`config.mk`:
```
export PLATFORM = sky130hd
export DESIGN_NAME = cnn_core_sched
export DESIGN_NICKNAME = d
export VERILOG_FILES = /design/src/rtl/cnn_core_sched.sv
export SDC_FILE = /design/constraint.sdc
export NUM_CORES = 1
export LEC_CHECK = 0
export BUFFER_PORTS_ARGS = -buffer_cell sky130_fd_sc_hd__buf_2
export CAP_MARGIN = 5
export CORE_ASPECT_RATIO = 1.2
export CORE_MARGIN = 5
export CORE_UTILIZATION = 45
export CTS_CLUSTER_SIZE = 25
export DETAILED_ROUTE_END_ITERATION = 7
export SLEW_MARGIN = 5
export SYNTH_ARGS = -nofsm -noshare
export SYNTH_HDL_FRONTEND = slang
export SYNTH_SLANG_ARGS = --single-unit
```
`constraint.sdc`:
```
create_clock -name clk -period 7.92 [get_ports clk]
set_input_delay 0.396 -clock clk [delete_from_list [all_inputs] [get_ports clk]]
set_output_delay 0.396 -clock clk [all_outputs]
set_load 0.01 [all_outputs]
```
`src/rtl/cnn_core_sched.sv`:
```
// cnn_core_sched: walks every stride-1 window of an IXxIY fmap under credit flow control and signals frame done.
// Optional CNN_SCHED_PERF_EN enables the RUN/DRAIN cycle counter on o_perf_cycles.
module cnn_core_sched #(
    parameter int IX      = 5,
    parameter int IY      = 5,
    parameter int KX      = 3,
    parameter int KY      = 3,
    parameter int CREDIT  = 4,
    parameter int ADDR_BW = 16,
    parameter int CNT_BW  = 16
) (
    input  logic               clk,
    input  logic               reset_n,
    input  logic               i_soft_reset,
    input  logic               i_start,
    output logic               o_idle,
    output logic               o_done,
    output logic               o_win_valid,
    output logic [ADDR_BW-1:0] o_win_x,
    output logic [ADDR_BW-1:0] o_win_y,
    output logic [ADDR_BW-1:0] o_win_addr,
    input  logic               i_core_valid,
    input  logic               i_credit_ret,
    output logic [CNT_BW-1:0]  o_outstanding,
    output logic [CNT_BW-1:0]  o_perf_cycles
);
    localparam int OX = IX - KX + 1;
    localparam int OY = IY - KY + 1;
    localparam logic [CNT_BW-1:0] NWIN = CNT_BW'(OX * OY);
    localparam logic [CNT_BW-1:0] NCRED = CNT_BW'(CREDIT);

    typedef enum logic [1:0] {IDLE, RUN, DRAIN, DONE} state_t;
    state_t state, state_nx;

    logic clr, start, issue, last, row_end, ret_ok, busy;
    logic [ADDR_BW-1:0] cx, cy, caddr;
    logic [CNT_BW-1:0] results;

    assign clr     = !reset_n || i_soft_reset;
    assign start   = state == IDLE && i_start;
    assign busy    = state == RUN || state == DRAIN;
    assign row_end = cx == ADDR_BW'(OX - 1);
    assign last    = row_end && cy == ADDR_BW'(OY - 1);
    assign issue   = (state == RUN || start) && o_outstanding < NCRED;
    assign ret_ok  = i_credit_ret && o_outstanding != '0;
    assign o_idle  = state == IDLE;
    assign o_done  = state == DONE;

    always_comb begin
        state_nx = state;
        state_nx = (start || state == RUN) ? (issue && last ? DRAIN : RUN) :
                   state == DRAIN ? (results == NWIN ? DONE : DRAIN) : IDLE;
    end

    always_ff @(posedge clk) begin
        if (clr) begin
            state         <= IDLE;
            o_win_valid   <= 1'b0;
            o_win_x       <= '0;
            o_win_y       <= '0;
            o_win_addr    <= '0;
            cx            <= '0;
            cy            <= '0;
            caddr         <= '0;
            o_outstanding <= '0;
            results       <= '0;
        end else begin
            state       <= state_nx;
            o_win_valid <= issue;
            if (issue) begin
                o_win_x    <= cx;
                o_win_y    <= cy;
                o_win_addr <= caddr;
                cx         <= row_end ? '0 : cx + 1'b1;
                cy         <= last ? '0 : row_end ? cy + 1'b1 : cy;
                // row wrap skips the KX-1 columns that no window can start in
                caddr      <= last ? '0 : row_end ? caddr + ADDR_BW'(KX) : caddr + 1'b1;
            end
            o_outstanding <= o_outstanding + CNT_BW'(issue) - CNT_BW'(ret_ok);
            results <= start ? '0 : (busy && i_core_valid && results != NWIN) ? results + 1'b1 : results;
        end
    end

`ifdef CNN_SCHED_PERF_EN
    always_ff @(posedge clk) begin
        if (clr || start)
            o_perf_cycles <= '0;
        else if (busy && o_perf_cycles != '1)
            o_perf_cycles <= o_perf_cycles + 1'b1;
    end
`else
    assign o_perf_cycles = '0;
`endif
endmodule

```
Yosys cells after proc, flatten, opt, wreduce, memory -nomap -nowiden
Cells that the tools add are included.
Word-level totals
  register bits: 131
  latch bits: 0
  memory bits (writable): 0
  memory bits (read-only): 0
  output and inout bits: 83
  logic and storage cells: 50
  memories: 0
Cells by class
  add/sub/neg operators: 7
  multipliers: 0
  div/mod/pow operators: 0
  order comparisons: 1
  equality and inequality tests: 7
  shifts and indexed selects: 0
  multiplexer cells: 9
  bitwise operators: 0
  reduce and logical (&&, ||, !) cells: 16
Operators with widths (count)
  16-bit two-way mux: 5
  16-bit by 1-bit adder with 16-bit output, second input constant: 4
  16-bit by 2-bit equality test with 1-bit output, second input constant: 2
  16-bit by 1-bit adder with 16-bit output: 1
  16-bit by 2-bit adder with 16-bit output, second input constant: 1
  16-bit by 4-bit equality test with 1-bit output, second input constant: 1
  16-bit by 3-bit less-than comparator with 1-bit output, second input constant: 1
  16-bit by 4-bit != test with 1-bit output, second input constant: 1
  16-bit nonzero test: 1
  16-bit by 1-bit subtractor with 16-bit output: 1
  1-bit logical AND: 7
  2-bit two-way mux: 3
  2-bit equality test, second input constant: 2
  1-bit logical OR: 3
  2-bit by 1-bit equality test with 1-bit output, second input constant: 1
  2-bit zero test: 1
  2-bit AND reduction: 1
  2-bit nonzero test: 1
  2-bit OR reduction: 1
  1-bit zero test: 1
  1-bit two-way mux: 1

Longest topological paths before layout
Gate-level depths: netlist of the first run.
  word-level depth: 7
  depth in mapped cells: 19

Worst setup path after synthesis of the first run
Ideal clock, no wire load.
  path kind: flip-flop to flip-flop
  start point: register o_outstanding[2]
  end point: register o_outstanding[14]
  setup time: 0.131 ns
  data arrival time: 3.651 ns
  required time: 7.789 ns
  slack: 4.138 ns
  cell stages (with the launch flop): 19
  period minus slack after synthesis: 3.782 ns
  cell sequence: dfxtp_1 > inv_1 > ha_1 > nand2b_1 > a31oi_1 > nor3_1 > inv_2 > buf_2 > buf_2 > ha_1 > inv_1 > ha_1 > inv_1 > fa_1 > nor2b_1 > o311ai_1 > a2111oi_0 > o31a_1 > nor3_1
On the way
  cells in the longest elaborated chain, start to end: 4
Ends and longest elaborated chain
  from (decl): RTL line 24  | output logic [CNT_BW-1:0] o_outstanding,
  from (signal assigned): RTL line 79  | o_outstanding <= o_outstanding + CNT_BW'(issue) - CNT_BW'(ret_ok);
  16-bit by 3-bit less-than comparator with 1-bit output: RTL line 44  | assign issue = (state == RUN || start) && o_outstanding < NCRED;
  1-bit logical AND: RTL line 44
  16-bit by 1-bit adder with 16-bit output: RTL line 79
  16-bit by 1-bit subtractor with 16-bit output (*): RTL line 79
Every way passes the cells marked *; elsewhere a longest branch is shown, timed or not.
A chain may end at the register's enable or synchronous reset.

Final worst setup path of the first run
  start point: register state[0]
  end point: register o_outstanding[14]
On the way
  cells in the longest elaborated chain, start to end: 6
Ends and longest elaborated chain
  from (decl): RTL line 33  | state_t state, state_nx;
  from (signal assigned): RTL line 68  | state <= state_nx;
  2-bit zero test: RTL line 40  | assign start = state == IDLE && i_start;
  1-bit logical AND: RTL line 40
  1-bit logical OR (*): RTL line 44
  1-bit logical AND (*): RTL line 44
  16-bit by 1-bit adder with 16-bit output (*): RTL line 79
  16-bit by 1-bit subtractor with 16-bit output (*): RTL line 79
Marked as above.

==> metrics, run 1 <==
clock slew at the register clock pins of the worst setup and hold paths 0.06 ns; Resized Gates After CTS 0; Setup Viol. Count Final 0; critical path class reg2reg; Final Critical Period 4.17 ns; Register-to-Register Setup Slack 3.75 ns; power per cell area 323 nW/um^2; Die ar. 17200 sq um; launch instance of the worst register-to-register path state[0]$_SDFF_PP0_; deepest clock path buffer count 2; largest net degree at the start of global routing 73; arrival time at the worst endpoint 4.44 ns; upper clock frequency limit 0.240 GHz; EDFF count, synth 0; area share of the largest cell type after synthesis 39.8%; instance area at placement 6980 sq um; delay of the slowest cell on the worst path 0.62 ns; Data required, critical path 8.20 ns; starting utilization of the core area 45.7%; Hold Path Stages 4; multi-input logic area 3580 sq um; fraction of final layout cells sized beyond drive strength 1 13.6%; most frequent cells in the layout sky130_fd_sc_hd__nand2_1, sky130_fd_sc_hd__dfxtp_1, sky130_fd_sc_hd__a21oi_1; via-per-instance ratio 5.47; routed wirelength normalized by instance count 14.8 microns; GP Congestion 0.861; CTS tree done; Unique masters post-synth 58; kind of cell with the highest combined delay on the critical path compound AO/OA/AOI/OAI gates; initial antenna violation count 0; TNS Setup 0 ns; clk sink count 131; fill cell count 1423; slowest library cell on the worst path sky130_fd_sc_hd__a2111oi_0; average cell area after synthesis 8.08 sq um; final core utilization 52.6%; vias 5795; total of max-cap violations 0; Layout area overhead 15.1%; Num CTS Buffers 17; Crit Reg-Reg Endpoint o_outstanding[14]$_SDFF_PP0_; Post-layout nets 916; total of warnings raised by yosys 0; Pleak 2.76 nW; overall die width 120 microns; crit end category flip-flop; total wire length after detailed routing 15.6 mm; clock insertion delay at the later pin of the skew report 0.42 ns; post-route cell area 7580 sq um; vertical extent of the die 143 microns; HPWL reported at the end of detailed placement 11.1 mm; Placeable Area 14400 sq um; library cell occupying the most area in the post-synthesis netlist sky130_fd_sc_hd__dfxtp_1; worst hold margin 0.411 ns; first-pass GRT wire length 26.4 mm; count of buffering cells on the critical path with inverters included 4; terminating pin of the worst hold path state[0]$_SDFF_PP0_; number of pins with negative max-slew slack in the final report 0; worst slew margin relative to its limit 34.5%; Final period util 52.6%; remaining design rule violation count 0; floorplan row count 48; type of the most critical hold path in2reg; min-delay src i_start; Boundary Pins 89; most common cell after layout, fill and taps aside sky130_fd_sc_hd__nand2_1; count of cells along the worst register-to-register path 16; total power draw 2.45 mW; number of hold violations in the final report 0; vias in the first global route 5584; RSZ-0062 raised after global routing false; worst-path maximum fanout 17; CTS Root Buffer Type sky130_fd_sc_hd__clkbuf_16; transition time at the pin with the least slew margin 0.982 ns; Antenna Cells 0; Post-synth top flop sky130_fd_sc_hd__dfxtp_1; total of buffers placed on input and output ports 72; router iterations before antenna repair 5; area taken by flip-flops and latches 2620 sq um; sequential element share of the synthesized area 39.8%; first-iteration detailed-routing DRC count 298; number of nets with antenna violations after detailed routing 0; Clock H-tree levels 4; Overall Global Routing Usage 18.8%; run status finished clean; post-synth design cell area 6590 sq um; proportion of register bits with asynchronous set or reset after synthesis 0%; count of mapped cells out of synthesis 815; # Post-CTS Setup Buffers 0; count of state elements after synthesis 131; skew final 0.00577 ns; grt ovf 0; maximum VDD drop 233 uV; chain of cells forming the critical path inv_1, ha_1, a21oi_1, nand2b_1, nor3_2, inv_2, ha_1, inv_1, ha_1, inv_1, fa_1, nor2b_1, o311ai_1, a2111oi_0, o31a_1, nor3_1; CTS Hold Buffers Added 0; top cells by area, synth sky130_fd_sc_hd__dfxtp_1, sky130_fd_sc_hd__nand2_1, sky130_fd_sc_hd__ha_1; CP Launch Type flip-flop
-- power by group --
| part | switching (mW) | leakage, nW | total [mW] | internal (mW) |
|---|---|---|---|---|
| clock | 0.292 | 0.289 | 0.793 | 0.502 |
| combinational | 0.603 | 1.41 | 0.932 | 0.329 |
| sequential | 0.0281 | 1.06 | 0.723 | 0.695 |
| total | 0.923 | 2.76 | 2.45 | 1.53 |
-- metrics by stage --
stage          setup slack (ns)  std cells
5_1_grt                    3.40       1059
3_3_place_gp               3.99       1027
4_1_cts                    3.74       1059
2_1_floorplan              4.14        830
6_report                   3.75       1059
3_5_place_dp               3.77       1027
-- cells in the mapped netlist (all sizes together), types with 3 or more instances --
library cell / number
a21o: 3
a21oi: 87
a311oi: 3
a31oi: 3
a41oi: 4
and2: 6
and3: 9
and4: 8
buf: 33
clkbuf: 22
dfxtp: 131
ha: 37
inv: 43
mux2i: 3
nand2: 139
nand2b: 8
nand3: 22
nand3b: 3
nand4: 19
nor2: 50
nor2b: 10
nor3: 16
nor4: 23
nor4b: 5
o211ai: 3
o21ai: 25
o31ai: 8
or3: 18
or4: 10
xnor2: 31
xor2: 7
-- routing by layer --
metal | GRT usage [%] | share of wire, % | vias up
li1 | - | - | 2933
met1 | 22.7 | 44 | 2712
met2 | 32.6 | 49 | 132
met3 | 4.53 | 5.4 | 18
met4 | 6.92 | 1.6 | 0
met5 | 0 | 0 | -
-- state kept, by name (all words and copies together), names as in the netlist --
| register | cells |
|---|---|
| caddr | 16 |
| cx | 16 |
| cy | 16 |
| o_outstanding | 16 |
| o_win_addr | 16 |
| o_win_valid | 1 |
| o_win_x | 16 |
| o_win_y | 16 |
| results | 16 |
| state | 2 |
-- worst register-to-register path, stage by stage, from the launching register on --
cell and delay [ns]:
sky130_fd_sc_hd__dfxtp_1 0.37, sky130_fd_sc_hd__inv_1 0.09, sky130_fd_sc_hd__ha_1 0.23, sky130_fd_sc_hd__a21oi_1 0.38, sky130_fd_sc_hd__nand2b_1 0.57, sky130_fd_sc_hd__nor3_2 0.14, sky130_fd_sc_hd__inv_2 0.08, sky130_fd_sc_hd__ha_1 0.23
sky130_fd_sc_hd__inv_1 0.06, sky130_fd_sc_hd__ha_1 0.16, sky130_fd_sc_hd__inv_1 0.05, sky130_fd_sc_hd__fa_1 0.37, sky130_fd_sc_hd__nor2b_1 0.21, sky130_fd_sc_hd__o311ai_1 0.20, sky130_fd_sc_hd__a2111oi_0 0.62, sky130_fd_sc_hd__o31a_1 0.21
sky130_fd_sc_hd__nor3_1 0.04
-- cell type report --
| cell class | count | share of cell area [%] |
|---|---|---|
| clock buffers | 19 | 5.84 |
| clock inverters | 13 | 2.10 |
| inverters | 43 | 2.13 |
| multi-input cells | 601 | 47.2 |
| flip-flops and latches | 131 | 34.6 |
| well taps | 175 | 2.89 |
| repair buffers | 77 | 5.25 |
-- logic make-up (layout without fill, tap and decap cells) --
family	count (synthesis)	in the layout	synth area share, %
AO/OA/AOI/OAI	154	154	13.6
XOR/XNOR	38	38	5.05
adder cells (fa/ha/maj)	39	39	7.63
buffers and inverters	98	152	6.84
flip-flops	131	131	39.8
multiplexers	3	3	0.456
other	1	16	0.0569
AND/OR/NAND/NOR	351	351	26.6
-- worst max-delay path by stage --
| stage | start | to | slack, ns | depth (start not counted) |
|---|---|---|---|---|
| 2_1_floorplan | o_outstanding[2]$_SDFF_PP0_ | o_outstanding[14]$_SDFF_PP0_ | 4.14 | 18 |
| 3_3_place_gp | state[0]$_SDFF_PP0_ | o_outstanding[14]$_SDFF_PP0_ | 3.99 | 16 |
| 3_5_place_dp | state[0]$_SDFF_PP0_ | o_outstanding[14]$_SDFF_PP0_ | 3.77 | 16 |
| 4_1_cts | state[0]$_SDFF_PP0_ | o_outstanding[14]$_SDFF_PP0_ | 3.74 | 16 |
| 5_1_grt | state[0]$_SDFF_PP0_ | o_outstanding[14]$_SDFF_PP0_ | 3.40 | 16 |
| 6_report | state[0]$_SDFF_PP0_ | o_outstanding[14]$_SDFF_PP0_ | 3.75 | 16 |
Power figures use the tool's default switching activity.
==> run 2: changes to the inputs <==
--- a/config.mk
+++ b/config.mk
@@ -12,6 +12,7 @@
 export CORE_UTILIZATION = 45
 export CTS_CLUSTER_SIZE = 25
 export DETAILED_ROUTE_END_ITERATION = 7
+export PLACE_DENSITY = 0.67
 export SLEW_MARGIN = 5
 export SYNTH_ARGS = -nofsm -noshare
 export SYNTH_HDL_FRONTEND = slang
==> constraint.sdc (replaced) <==
create_clock -name clk -period 3.65 [get_ports clk]
set_input_delay 0.1825 -clock clk [delete_from_list [all_inputs] [get_ports clk]]
set_output_delay 0.1825 -clock clk [all_outputs]
set_load 0.01 [all_outputs]
==> run 2 against run 1 <==
Net effect: critical path depth did not move; power rose by 120%; setup slack got worse by 3.3 ns; combinational power rose by 130%; register-to-register slack got worse by 3.3 ns; global-route usage fell by 0.48 points; clock skew rose by 0.0029 ns; largest power group unchanged.
==> metrics, run 2 (synthesis results as in run 1) <==
run status finished clean; crit end category flip-flop; Sw Ratio 38.5%; min-delay src i_core_valid; via-per-instance ratio 5.35; part of the power in registers 28.8%; total of max-cap violations 0; total of buffers placed on input and output ports 72; arrival time at the worst endpoint 3.54 ns; fill cell count 1375; Die ar. 17200 sq um; overall die width 120 microns; most common cell after layout, fill and taps aside sky130_fd_sc_hd__nand2_1; worst-path maximum fanout 8; worst slew margin relative to its limit 28.6%; Post-layout nets 921; grt ovf 0; starting utilization of the core area 45.7%; transition time at the pin with the least slew margin 1.07 ns; GP Congestion 0.833; slowest library cell on the worst path sky130_fd_sc_hd__fa_1; maximum VDD drop 613 uV; first-iteration detailed-routing DRC count 213; vias in the first global route 5269; router iterations before antenna repair 4; CTS Root Buffer Type sky130_fd_sc_hd__clkbuf_16; TNS Setup 0 ns; power per cell area 709 nW/um^2; largest net degree at the start of global routing 60; launch instance of the worst register-to-register path o_outstanding[9]$_SDFF_PP0_; worst hold margin 0.219 ns; clock insertion delay at the later pin of the skew report 0.42 ns; power dissipated by switching net loads 2.09 mW; number of hold violations in the final report 0; Setup Viol. Count Final 0; clk sink count 131; Overall Global Routing Usage 18.3%; Register-to-Register Setup Slack 0.42 ns; share of total power in the clock network 31.0%; first-pass GRT wire length 25.6 mm; Post-Place Worst Slack 0.149 ns; floorplan row count 48; fraction of final layout cells sized beyond drive strength 1 14.8%; vertical extent of the die 143 microns; type of the most critical hold path in2reg; count of buffering cells on the critical path with inverters included 4; Num CTS Buffers 17; Boundary Pins 89; kind of cell with the highest combined delay on the critical path adder cells; number of pins with negative max-slew slack in the final report 0; clock slew at the register clock pins of the worst setup and hold paths 0.06 ns; initial antenna violation count 0; Pleak 2.79 nW; critical path class reg2reg; final core utilization 53.2%; Internal Dissipation 3.34 mW; CTS tree done; Data required, critical path 3.96 ns; Clock H-tree levels 4; terminating pin of the worst hold path results[1]$_SDFFE_PP0P_; delay of the slowest cell on the worst path 0.38 ns; number of nets with antenna violations after detailed routing 0; CTS Hold Buffers Added 0; Crit Reg-Reg Endpoint o_outstanding[14]$_SDFF_PP0_; RSZ-0062 raised after global routing false; CP Launch Type flip-flop; HPWL reported at the end of detailed placement 10.8 mm; routed wirelength normalized by instance count 14.4 microns; Layout area overhead 16.3%; most frequent cells in the layout sky130_fd_sc_hd__nand2_1, sky130_fd_sc_hd__dfxtp_1, sky130_fd_sc_hd__a21oi_1; vias 5686; chain of cells forming the critical path inv_1, ha_1, and3_1, nor2_4, nor3_4, inv_2, ha_1, inv_1, ha_1, inv_1, fa_1, nor2b_2, o311ai_4, a2111oi_2, o31a_1, nor3_1; Final Critical Period 3.23 ns; Antenna Cells 0; Final period util 88.5%; worst path setup slack after routing 0.420 ns; total power draw 5.44 mW; count of cells along the worst register-to-register path 16; relative contribution of combinational cells to total power 40.1%; Hold Path Stages 5; skew final 0.00868 ns; upper clock frequency limit 0.310 GHz; remaining design rule violation count 0; Placeable Area 14400 sq um; deepest clock path buffer count 2; total wire length after detailed routing 15.3 mm
==> run 2: stage by stage <==
stage               cells  instance area, sq um
finish               1063                  7660
global route         1063                  7660
floorplan             830                  6680
global placement     1032                  7050
CTS                  1063                  7630
detailed placement   1032                  7050
==> run 2: worst max-delay path by stage <==
| stage | from | end | slack (ns) | cells after the start |
|---|---|---|---|---|
| 5_1_grt | o_outstanding[9]$_SDFF_PP0_ | o_outstanding[14]$_SDFF_PP0_ | 0.05 | 16 |
| 3_3_place_gp | o_outstanding[8]$_SDFF_PP0_ | o_outstanding[14]$_SDFF_PP0_ | 0.24 | 16 |
| 6_report | o_outstanding[9]$_SDFF_PP0_ | o_outstanding[14]$_SDFF_PP0_ | 0.42 | 16 |
| 4_1_cts | o_outstanding[9]$_SDFF_PP0_ | o_outstanding[14]$_SDFF_PP0_ | 0.10 | 16 |
| 2_1_floorplan | state[0]$_SDFF_PP0_ | o_outstanding[14]$_SDFF_PP0_ | 0.03 | 19 |
| 3_5_place_dp | o_outstanding[9]$_SDFF_PP0_ | o_outstanding[14]$_SDFF_PP0_ | 0.15 | 16 |
==> run 2: power groups by stage <==
stage / clock network [mW] / logic, mW / registers (mW)
2_1_floorplan: 0 / 1.57 / 1.62
4_1_cts: 1.72 / 2.13 / 1.57
3_3_place_gp: 0 / 2.10 / 1.59
3_5_place_dp: 0 / 2.11 / 1.60
5_1_grt: 1.78 / 2.44 / 1.58
6_report: 1.69 / 2.18 / 1.57
==> run 2: worst reg2reg max path, cell delays in order, from the launching register on <==
cell and delay (ns):
sky130_fd_sc_hd__dfxtp_1 0.34, sky130_fd_sc_hd__inv_1 0.11, sky130_fd_sc_hd__ha_1 0.16, sky130_fd_sc_hd__and3_1 0.27, sky130_fd_sc_hd__nor2_4 0.10, sky130_fd_sc_hd__nor3_4 0.20, sky130_fd_sc_hd__inv_2 0.06, sky130_fd_sc_hd__ha_1 0.29
sky130_fd_sc_hd__inv_1 0.06, sky130_fd_sc_hd__ha_1 0.15, sky130_fd_sc_hd__inv_1 0.05, sky130_fd_sc_hd__fa_1 0.38, sky130_fd_sc_hd__nor2b_2 0.22, sky130_fd_sc_hd__o311ai_4 0.14, sky130_fd_sc_hd__a2111oi_2 0.37, sky130_fd_sc_hd__o31a_1 0.18
sky130_fd_sc_hd__nor3_1 0.04
==> run 2: per-layer routing <==
| layer | wire length, microns | GRT usage (%) | up-vias | part of all wire (%) |
|---|---|---|---|---|
| li1 | - | - | 2939 | - |
| met1 | 7110 | 22.7 | 2636 | 47 |
| met2 | 7240 | 30.6 | 94 | 47 |
| met3 | 635 | 4.85 | 17 | 4.2 |
| met4 | 279 | 7.04 | 0 | 1.8 |
| met5 | 0 | 0 | - | 0 |
==> run 2: area by class of cell <==
cell class	count	area [sq um]	share of cell area, %
inverters	43	161	2.11
multi-input cells	601	3640	47.5
flip-flops and latches	131	2620	34.2
well taps	175	219	2.86
repair buffers	82	435	5.68
clock inverters	11	129	1.68
clock buffers	20	457	5.96
==> run 2: what timing repair did <==
item / in CTS / in global routing
resized for setup: 0 / 5
setup buffers: 0 / 0
setup endpoints to repair: 0 / 2
endpoints found under the hold margin: 0 / 0
==> run 3: changes to the inputs <==
==> config.mk (replaced) <==
export PLATFORM = sky130hd
export DESIGN_NAME = cnn_core_sched
export DESIGN_NICKNAME = d
export VERILOG_FILES = /design/src/rtl/cnn_core_sched.sv
export SDC_FILE = /design/constraint.sdc
export NUM_CORES = 1
export LEC_CHECK = 0
export CAP_MARGIN = 5
export CORE_ASPECT_RATIO = 0.9
export CORE_MARGIN = 5
export CORE_UTILIZATION = 45
export CTS_CLUSTER_SIZE = 25
export DETAILED_ROUTE_END_ITERATION = 7
export DONT_BUFFER_PORTS = 1
export SLEW_MARGIN = 5
export SYNTH_ARGS = -nofsm -noshare
export SYNTH_HDL_FRONTEND = slang
export SYNTH_SLANG_ARGS = --single-unit
==> run 3 against run 2 <==
Net effect: sequential power hardly changed; utilization fell by 1.9 points; first-iteration DRC count rose by 44%; count of clock-buffer cells in the layout is 1 higher; register-to-register slack got worse by 0.20 ns; highest routed layer unchanged; setup slack lost 0.20 ns; sequential share of layout area increased by 0.92 points; final area decreased by 2.6%; critical path depth did not move; cell count decreased by 3.3%.
==> metrics, run 3 (synthesis results as in run 1) <==
run status finished clean; Post-Place Worst Slack -0.0659 ns; placed cell count 995; Post-layout nets 862; Setup Viol. Count Final 0; deepest clock path buffer count 2; overall die width 138 microns; number of pins with negative max-slew slack in the final report 0; clock insertion delay at the later pin of the skew report 0.42 ns; number of cells in the finished layout apart from fillers 1028; top sig layer met4; vias 5633; Final Critical Period 3.43 ns; first-iteration detailed-routing DRC count 307; final core utilization 51.3%; skew final 0.00940 ns; total of max-cap violations 0; most frequent cells in the layout sky130_fd_sc_hd__nand2_1, sky130_fd_sc_hd__dfxtp_1, sky130_fd_sc_hd__a21oi_1; type of the most critical hold path in2reg; Overall Global Routing Usage 18.8%; number of hold violations in the final report 0; most common cell after layout, fill and taps aside sky130_fd_sc_hd__nand2_1; first-pass GRT wire length 26.3 mm; Pleak 2.49 nW; Metal-1 WL 7.29 mm; Data required, critical path 4.00 ns; worst path setup slack after routing 0.217 ns; initial antenna violation count 0; Final period util 94.1%; CTS Hold Buffers Added 0; CTS Root Buffer Type sky130_fd_sc_hd__clkbuf_16; power per cell area 741 nW/um^2; maximum VDD drop 528 uV; critical path class reg2reg; Boundary Pins 89; worst slew margin relative to its limit 52.5%; delay of the slowest cell on the worst path 0.48 ns; CTS tree done; transition time at the pin with the least slew margin 0.713 ns; instance area at placement 6810 sq um; post-route cell area 7460 sq um; clock slew at the register clock pins of the worst setup and hold paths 0.06 ns; Antenna Cells 0; clk sink count 131; arrival time at the worst endpoint 3.78 ns; GP Congestion 0.847; remaining design rule violation count 0; grt ovf 0; crit end category flip-flop; number of nets with antenna violations after detailed routing 0; largest net degree at the start of global routing 60; total of buffers placed on input and output ports 0; Clock H-tree levels 4; vertical extent of the die 125 microns; chain of cells forming the critical path inv_1, ha_2, a21oi_2, nand2b_1, nor3_4, inv_2, ha_1, inv_1, ha_1, inv_1, fa_1, nor2b_1, o311ai_2, a31oi_1, a311oi_1, mux2i_1; Layout area overhead 13.3%; met2 WL 6.87 mm; fraction of final layout cells sized beyond drive strength 1 8.67%; CP Launch Type flip-flop; worst-path maximum fanout 5; upper clock frequency limit 0.291 GHz; total wire length after detailed routing 15.6 mm; Die ar. 17200 sq um; RSZ-0062 raised after global routing true; most frequent cell on the critical path sky130_fd_sc_hd__inv_1; starting utilization of the core area 45.3%; routed wirelength normalized by instance count 15.2 microns; floorplan row count 42; HPWL reported at the end of detailed placement 11.1 mm; via-per-instance ratio 5.48; fill cell count 1404; Placeable Area 14600 sq um; TNS Setup 0 ns; met3 WL post-DR 1.31 mm; router iterations before antenna repair 5; slowest library cell on the worst path sky130_fd_sc_hd__o311ai_2; Num CTS Buffers 17; vias in the first global route 5295
[run 3: cell count changes in the layout (fill, tap and decap cells not counted), sizes merged]
| cell | before | now |
|---|---|---|
| bufinv | 2 | 3 |
| clkinvlp | 2 | 1 |
| clkbuf | 20 | 21 |
| inv | 45 | 46 |
| clkinv | 5 | 4 |
| buf | 82 | 23 |
[run 3: layout make-up]
type	count	area, sq um	area share, %
multi-input cells	601	3640	48.8
flip-flops and latches	131	2620	35.1
clock buffers	21	470	6.30
well taps	198	248	3.32
repair buffers	23	173	2.31
inverters	43	161	2.16
clock inverters	11	148	1.98
[run 3: final timing paths]
check	from	end	slack, ns	cells after the start
worst max-delay path	state[0]$_SDFF_PP0_	o_outstanding[12]$_SDFF_PP0_	0.22	16
worst min register to register	caddr[15]$_SDFFE_PP0P_	o_win_addr[15]$_SDFFE_PP0P_	0.49	2
worst max register to register	state[0]$_SDFF_PP0_	o_outstanding[12]$_SDFF_PP0_	0.22	16
worst min-delay path	i_core_valid	results[1]$_SDFFE_PP0P_	0.12	4
[run 3: worst max-delay path, delay by kind of cell, from the launching register on]
family | cells | cell delay [ns]
mux | 1 | 0.21
buf+inv | 4 | 0.26
fa+ha+maj | 4 | 0.90
simple gates | 3 | 0.50
flops | 1 | 0.33
compound gates | 4 | 1.17
[run 3: routing by layer]
metal	global-route usage [%]	up-vias
met5	0	-
met4	5.58	0
met3	7.63	10
met2	27.6	148
met1	25.4	2658
li1	-	2817
[run 3: per-stage QoR]
stage | hold slack, ns | total power, mW
final | 0.117 | 5.53
after global routing | 0.133 | 5.91
after CTS | 0.110 | 5.50
after detailed placement | 0.472 | 3.69
after global placement | 0.462 | 3.64
after floorplan | 0.409 | 3.20
[run 3: power by group]
group	switching, mW	total (mW)	internal (mW)
clock	0.640	1.77	1.13
combinational	1.42	2.20	0.785
sequential	0.0521	1.56	1.51
[run 3: what timing repair did]
| action | 4_1_cts | 5_1_grt |
|---|---|---|
| buffers inserted | 1 | 0 |
| setup endpoints to repair | 2 | 2 |
| resized for setup | 0 | 4 |
| endpoints found under the hold margin | 0 | 0 |
